[config.mk]
export PLATFORM = sky130hd
export DESIGN_NAME = ps2_key_ctrl_flat
export DESIGN_NICKNAME = d
export VERILOG_FILES = /design/src/rtl/ps2_key_ctrl_if.sv /design/src/rtl/ps2_key_ctrl.sv /design/src/flat_wrapper.sv
export SDC_FILE = /design/constraint.sdc
export NUM_CORES = 1
export LEC_CHECK = 0
export CAP_MARGIN = 5
export CORE_MARGIN = 5
export CORE_UTILIZATION = 65
export DETAILED_ROUTE_END_ITERATION = 8
export MAX_ROUTING_LAYER = met4
export PLACE_DENSITY = 0.87
export REMOVE_ABC_BUFFERS = 1
export SYNTH_ARGS = -nofsm -noshare
export SYNTH_HDL_FRONTEND = slang
export SYNTH_SLANG_ARGS = --single-unit
[constraint.sdc]
create_clock -name clk -period 4.65 [get_ports clk]
set_clock_uncertainty 0.1 [all_clocks]
set_input_delay 0.6975 -clock clk [delete_from_list [all_inputs] [get_ports clk]]
set_output_delay 0.6975 -clock clk [all_outputs]
set_load 0.01 [all_outputs]
[src/rtl/ps2_key_ctrl_if.sv]
// Handshake bundle between the PS/2 key sequencer, its byte receiver and
// the character consumer.
interface ps2_key_ctrl_if;
  logic       rx_done;    // one-cycle pulse: rx_data valid
  logic [7:0] rx_data;    // received scan-code byte
  logic       rx_en;      // enable back to the byte receiver
  logic       key_valid;  // FIFO head valid
  logic [7:0] key_ascii;  // FIFO head character
  logic       key_ready;  // consumer pops head on key_valid & key_ready

  // Sequencer side
  modport slave  (input  rx_done, rx_data, key_ready,
                  output rx_en, key_valid, key_ascii);
  // Receiver/consumer side
  modport master (output rx_done, rx_data, key_ready,
                  input  rx_en, key_valid, key_ascii);
endinterface

[src/rtl/ps2_key_ctrl.sv]
// PS/2 set-2 key sequencer: decodes E0/F0 prefixes, tracks the shift keys,
// translates make codes to ASCII and queues characters in a show-ahead FIFO.
module ps2_key_ctrl #(
  parameter int DEPTH       = 8,
  parameter int TIMEOUT_CYC = 1000000
) (
  input  logic                       clk,
  input  logic                       rst,       // asynchronous, active-low
  input  logic                       en_i,
  ps2_key_ctrl_if.slave              bus,
  output logic                       shift_o,
  output logic                       overflow_o,
  output logic [$clog2(DEPTH):0]     count_o
);

  localparam int AW = (DEPTH > 1) ? $clog2(DEPTH) : 1;
  localparam int CW = $clog2(DEPTH) + 1;
  localparam int TW = $clog2(TIMEOUT_CYC + 1);
  localparam logic [TW-1:0] TMO_LAST = TW'(TIMEOUT_CYC - 1);

  typedef enum logic [1:0] {
    ST_IDLE    = 2'd0,
    ST_EXT     = 2'd1,
    ST_BRK     = 2'd2,
    ST_EXT_BRK = 2'd3
  } state_e;

  state_e          state_q, state_d;
  logic [TW-1:0]   timer_q, timer_d;
  logic            shift_l_q, shift_l_d;
  logic            shift_r_q, shift_r_d;
  logic            emit_vld_d;
  logic [7:0]      emit_char_d;
  logic            char_vld_q;
  logic [7:0]      char_q;
  logic [7:0]      mem_q [DEPTH];
  logic [AW-1:0]   wr_ptr_q, rd_ptr_q;
  logic [CW-1:0]   count_q;
  logic            overflow_q;
  logic            rx_en_q;

  logic            accept_s;
  logic            key_valid_s;
  logic            pop_s;
  logic            full_s;
  logic            push_ok_s;

  // Set-2 make code to ASCII; bit 8 flags a mapped code. Letters are
  // upper-cased when the shift state (before this byte) is held.
  function automatic logic [8:0] xlate(input logic [7:0] code, input logic upper);
    logic [7:0] ch;
    logic       vld;
    ch  = 8'h00;
    vld = 1'b1;
    case (code)
      8'h1C: ch = 8'h61;  8'h32: ch = 8'h62;  8'h21: ch = 8'h63;  8'h23: ch = 8'h64;
      8'h24: ch = 8'h65;  8'h2B: ch = 8'h66;  8'h34: ch = 8'h67;  8'h33: ch = 8'h68;
      8'h43: ch = 8'h69;  8'h3B: ch = 8'h6A;  8'h42: ch = 8'h6B;  8'h4B: ch = 8'h6C;
      8'h3A: ch = 8'h6D;  8'h31: ch = 8'h6E;  8'h44: ch = 8'h6F;  8'h4D: ch = 8'h70;
      8'h15: ch = 8'h71;  8'h2D: ch = 8'h72;  8'h1B: ch = 8'h73;  8'h2C: ch = 8'h74;
      8'h3C: ch = 8'h75;  8'h2A: ch = 8'h76;  8'h1D: ch = 8'h77;  8'h22: ch = 8'h78;
      8'h35: ch = 8'h79;  8'h1A: ch = 8'h7A;
      8'h16: ch = 8'h31;  8'h1E: ch = 8'h32;  8'h26: ch = 8'h33;  8'h25: ch = 8'h34;
      8'h2E: ch = 8'h35;  8'h36: ch = 8'h36;  8'h3D: ch = 8'h37;  8'h3E: ch = 8'h38;
      8'h46: ch = 8'h39;  8'h45: ch = 8'h30;
      8'h29: ch = 8'h20;  8'h5A: ch = 8'h0D;  8'h66: ch = 8'h08;
      default: vld = 1'b0;
    endcase
    if (upper && (ch >= 8'h61) && (ch <= 8'h7A)) begin
      ch = ch - 8'h20;
    end else begin
      ch = ch;
    end
    return {vld, ch};
  endfunction

  assign accept_s    = en_i & bus.rx_done;
  assign key_valid_s = (count_q != CW'(0));
  assign pop_s       = key_valid_s & bus.key_ready;
  assign full_s      = (count_q == CW'(DEPTH));
  assign push_ok_s   = char_vld_q & (~full_s | pop_s);

  // Prefix FSM, prefix timeout, shift tracking and translation
  always_comb begin
    state_d     = state_q;
    timer_d     = timer_q;
    shift_l_d   = shift_l_q;
    shift_r_d   = shift_r_q;
    emit_vld_d  = 1'b0;
    emit_char_d = 8'h00;
    if (accept_s) begin
      timer_d = TW'(0);
      if (bus.rx_data == 8'hE0) begin
        state_d = ST_EXT;
      end else if (bus.rx_data == 8'hF0) begin
        // F0 extends only a bare E0; anywhere else it starts a plain break
        state_d = (state_q == ST_EXT) ? ST_EXT_BRK : ST_BRK;
      end else begin
        state_d = ST_IDLE;
        case (state_q)
          ST_IDLE: begin
            if (bus.rx_data == 8'h12) begin
              shift_l_d = 1'b1;
            end else if (bus.rx_data == 8'h59) begin
              shift_r_d = 1'b1;
            end else begin
              {emit_vld_d, emit_char_d} = xlate(bus.rx_data, shift_l_q | shift_r_q);
            end
          end
          ST_EXT: begin
            if (bus.rx_data == 8'h5A) begin
              emit_vld_d  = 1'b1;
              emit_char_d = 8'h0D;
            end else begin
              emit_vld_d  = 1'b0;
            end
          end
          ST_BRK: begin
            if (bus.rx_data == 8'h12) begin
              shift_l_d = 1'b0;
            end else if (bus.rx_data == 8'h59) begin
              shift_r_d = 1'b0;
            end else begin
              shift_l_d = shift_l_q;
            end
          end
          default: state_d = ST_IDLE;
        endcase
      end
    end else if (en_i && (state_q != ST_IDLE)) begin
      // A pending prefix that never gets its next byte is discarded
      if (timer_q == TMO_LAST) begin
        state_d = ST_IDLE;
        timer_d = TW'(0);
      end else begin
        timer_d = timer_q + TW'(1);
      end
    end else begin
      timer_d = timer_q;
    end
  end

  // FSM state, timer, shift bits and the one-deep character stage
  always_ff @(posedge clk or negedge rst) begin
    if (!rst) begin
      state_q    <= ST_IDLE;
      timer_q    <= TW'(0);
      shift_l_q  <= 1'b0;
      shift_r_q  <= 1'b0;
      char_vld_q <= 1'b0;
      char_q     <= 8'h00;
    end else begin
      state_q    <= state_d;
      timer_q    <= timer_d;
      shift_l_q  <= shift_l_d;
      shift_r_q  <= shift_r_d;
      char_vld_q <= emit_vld_d;
      char_q     <= emit_char_d;
    end
  end

  // Character FIFO, overflow pulse and receiver enable
  always_ff @(posedge clk or negedge rst) begin
    if (!rst) begin
      for (int i = 0; i < DEPTH; i++) begin
        mem_q[i] <= 8'h00;
      end
      wr_ptr_q   <= AW'(0);
      rd_ptr_q   <= AW'(0);
      count_q    <= CW'(0);
      overflow_q <= 1'b0;
      rx_en_q    <= 1'b0;
    end else begin
      if (push_ok_s) begin
        mem_q[wr_ptr_q] <= char_q;
        wr_ptr_q        <= wr_ptr_q + AW'(1);
      end
      if (pop_s) begin
        rd_ptr_q <= rd_ptr_q + AW'(1);
      end
      case ({push_ok_s, pop_s})
        2'b10:   count_q <= count_q + CW'(1);
        2'b01:   count_q <= count_q - CW'(1);
        default: count_q <= count_q;
      endcase
      overflow_q <= char_vld_q & full_s & ~pop_s;
      // Keep one slot free for a byte the receiver may already be shifting in
      rx_en_q    <= en_i & (count_q < CW'(DEPTH - 1));
    end
  end

  assign bus.rx_en     = rx_en_q;
  assign bus.key_valid = key_valid_s;
  assign bus.key_ascii = key_valid_s ? mem_q[rd_ptr_q] : 8'h00;
  assign shift_o       = shift_l_q | shift_r_q;
  assign overflow_o    = overflow_q;
  assign count_o       = count_q;

endmodule
[src/flat_wrapper.sv]
// flat-port wrapper written by rule: the top's interface ports become plain ports
module ps2_key_ctrl_flat 
#(
  parameter int DEPTH       = 8,
  parameter int TIMEOUT_CYC = 1000000
)
  (clk, rst, en_i, shift_o, overflow_o, count_o, bus_rx_done, bus_rx_data, bus_key_ready, bus_rx_en, bus_key_valid, bus_key_ascii);
  ps2_key_ctrl_if bus_i ();
  input  logic clk;
  input  logic rst;
  input  logic en_i;
  output logic shift_o;
  output logic overflow_o;
  output logic [$clog2(DEPTH):0] count_o;
  input wire logic [$bits(bus_i.rx_done)-1:0] bus_rx_done;
  input wire logic [$bits(bus_i.rx_data)-1:0] bus_rx_data;
  input wire logic [$bits(bus_i.key_ready)-1:0] bus_key_ready;
  output wire logic [$bits(bus_i.rx_en)-1:0] bus_rx_en;
  output wire logic [$bits(bus_i.key_valid)-1:0] bus_key_valid;
  output wire logic [$bits(bus_i.key_ascii)-1:0] bus_key_ascii;
  assign bus_i.rx_done = bus_rx_done;
  assign bus_i.rx_data = bus_rx_data;
  assign bus_i.key_ready = bus_key_ready;
  assign bus_rx_en = bus_i.rx_en;
  assign bus_key_valid = bus_i.key_valid;
  assign bus_key_ascii = bus_i.key_ascii;
  ps2_key_ctrl #(.DEPTH(DEPTH), .TIMEOUT_CYC(TIMEOUT_CYC)) u_core (.clk(clk), .rst(rst), .en_i(en_i), .bus(bus_i), .shift_o(shift_o), .overflow_o(overflow_o), .count_o(count_o));
endmodule
==> run summary <==
outcome -> complete, no violations
post-CTS sizing -> 0
P_int -> 1.65 mW
maximum VDD drop -> 0.224 mV
Adder-Cell Fraction of Synth Area -> 1.85%
vias in the first global route -> 4306
PwrDens -> 373 nW/um2
arrival time at the worst endpoint -> 3.55 ns
predominant post-synthesis flop cell -> dfrtp_1
number of synthesized flops with an enable pin -> 0
pins over their slew limit -> 0
DIE WIDTH -> 104 um
mux share of post-synthesis cell area -> 20.8%
Synth Instances -> 506
Critical Path End Type -> register
ys async rst share -> 100%
highest net fanout along the worst path -> 19
Hold Crit Class -> input pin to async pin
layout cells sized above 1 -> 22.6%
area leader, netlist -> dfrtp_1
# Post-CTS Setup Buffers -> 0
initial antenna violation count -> 0
# setup viols final -> 0
CTS tree -> done
H-tree Lvls -> 3
largest net degree at the start of global routing -> 69
Avg Inst Size Synth -> 11.5 um2
GRT overflow -> 0
Tcrit/Tclk final -> 72.4%
area of the multi-input gates -> 2900 um2
clock transition at the registers of the reported paths -> 0.11 ns
Pre-Repair DR Iteration Count -> 4
combinational family with the most area after synthesis -> multiplexers
Post-Synth XOR/XNOR Area -> 3.32%
DRT iter0 DRCs -> 235
P_leak -> 2.86 nW
Net Switching -> 736 uW
Final Hold Fails -> 0
Synth cell types -> 64
clock buffer count from CTS -> 9
Nets -> 543
Power, Total -> 2.38 mW
post-layout util -> 73.3%
Core Rows -> 34
Post-CTS Hold Fix Bufs -> 0
Routed WL per cell -> 19.6 um
Worst Max-Slew Pin Slew -> 0.848 ns
Placer Congestion -> 0.900
global-route wire length before repair -> 21.4 mm
cell area after synthesis -> 5800 um2
Clock Sinks -> 109
Remaining DRCs -> 0
Fillers -> 573
root buffer cell -> clkbuf_8
Storage cell area -> 2730 um2
Placed Area -> 6140 um2
Die Y -> 104 um
Switching Fraction -> 30.9%
GRT Total Usage -> 24.5%
non-filler cells, final -> 635
hpwl dp -> 8.74 mm
final hold slack -> 0.321 ns
Max Freq -> 297 MHz
Synth top area share -> 47.0%
Max Cap Violations -> 0
remaining antenna violation count after routing -> 0
# diodes -> 0
Fin Setup TNS -> 0 ns
CP Data Required Time -> 4.83 ns
Max clock buf depth -> 2
Synth warnings -> 0
cell area after layout -> 6390 um2
Max-slew headroom -> 43.0%
commonest non-fill, non-tap cell in the layout -> dfrtp_1
synthesis-to-finish area growth -> 10.2%
Synth Area in Compound Gates -> 8.09%
most frequent cells in the layout -> 109 x dfrtp_1, 67 x mux2_2, 41 x nor2_1
Seq/Total Area, Yosys -> 47.0%
clock network power share -> 29.2%
vias per cell -> 6.49
Final Critical Period -> 3.37 ns
Comb power frac -> 21.6%
crit start category -> input pin
number of port buffers -> 28
Worst-Skew Late Latency -> 0.36 ns
#FFs+latches synth -> 109
pre-CTS worst setup slack -> 0.916 ns
Initial Utilization -> 66.5%
core area -> 8720 um2
Final Worst Setup Slack -> 1.28 ns
synth top area cells -> dfrtp_1 47%, mux2_2 13%, mux4_2 6.2%
die area -> 10900 um2
Synth Area in Simple Gates -> 16.0%
Flop pwr share -> 49.2%
vias post-DR -> 4122
crit path kind -> input pin to register
I/O pin cnt -> 29
DRT Wirelength -> 12.4 mm
Post-Place Cells -> 619
RSZ-0062 raised after global routing -> no
state kept, by name (all words and copies together) (netlist names):
name               flops
u_core.bus.rx_en       1
u_core.timer_q        20
u_core.overflow_o      1
u_core.char_q          8
u_core.shift_r_q       1
u_core.count_o         4
u_core.rd_ptr_q        3
u_core.char_vld_q      1
u_core.shift_l_q       1
u_core.mem_q          64
u_core.state_q         2
u_core.wr_ptr_q        3
routing by layer:
metal  vias up  wire [um]  track usage (%)
met5         -          0                -
met4         0        253             9.07
met3        21        568             3.29
met2       129       6390             39.5
met1      2086       5200             32.0
li1       1886          -                -
kinds of logic after synthesis:
logic type	Yosys count
flip-flops	109
adder cells (fa/ha/maj)	8
buffers and inverters	42
XOR/XNOR	22
AO/OA/AOI/OAI	69
multiplexers	92
AND/OR/NAND/NOR	164
final timing paths:
path / depth (start not counted) / slack, ns / endpoint / start
max: 8 / 1.28 / u_core.char_q[6]$_DFF_PN0_ / bus_rx_data[4]
min: 1 / 0.32 / u_core.count_o[3]$_DFFE_PN0P_ / rst
max reg2reg: 11 / 1.96 / u_core.count_o[3]$_DFFE_PN0P_ / u_core.count_o[0]$_DFFE_PN0P_
min reg2reg: 1 / 0.41 / u_core.mem_q[40]$_DFFE_PN0P_ / u_core.mem_q[40]$_DFFE_PN0P_
max in group asynchronous: 2 / 3.10 / u_core.mem_q[48]$_DFFE_PN0P_ / rst
min in group clk: 1 / 0.41 / u_core.mem_q[40]$_DFFE_PN0P_ / u_core.mem_q[40]$_DFFE_PN0P_
area by class of cell:
type                            count  share of cell area (%)
Inverter                           13                   0.763
Sequential cell                   109                    42.7
Tap cell                          108                    2.11
Multi-Input combinational cell    355                    45.4
Clock inverter                      7                    2.04
Clock buffer                        9                    1.94
Timing Repair Buffer               34                    5.05
worst max-delay path: stages:
cell             delay, ns
clkdlybuf4s50_1       0.86
or4b_1                0.63
or4_1                 0.44
a21o_1                0.19
o2111ai_2             0.12
nor2_2                0.12
ha_1                  0.32
a211oi_2              0.17
power groups by stage:
stage,Combinational [mW],Sequential (mW),Clock (mW)
2_1_floorplan,0.293,1.19,0
3_3_place_gp,0.491,1.18,0
3_5_place_dp,0.517,1.19,0
4_1_cts,0.524,1.17,0.705
5_1_grt,0.576,1.19,0.750
6_report,0.515,1.17,0.697
synth_stat cells, types with 3 or more instances:
master and n:
dfrtp_1 109, and2_1 4, a22oi_1 3, mux2i_1 9
nand4b_1 5, a22o_1 3, a31oi_1 8, nand2_1 28
mux4_2 16, nand2b_1 5, a21oi_1 11, xnor2_1 14
nor2_1 41, nor2b_1 8, nor4_1 4, nand3b_1 3
inv_1 12, o31ai_1 4, a21o_1 3, o21ai_0 17
nor4bb_1 3, ha_1 7, xor2_1 8, buf_2 7
a41oi_1 3, nand3_1 19, and3_1 5, mux2_2 67
or3_1 4, clkbuf_1 19, nand4_1 3, nor4b_1 3
nor3_1 11
(Power assumes the default switching activity.)
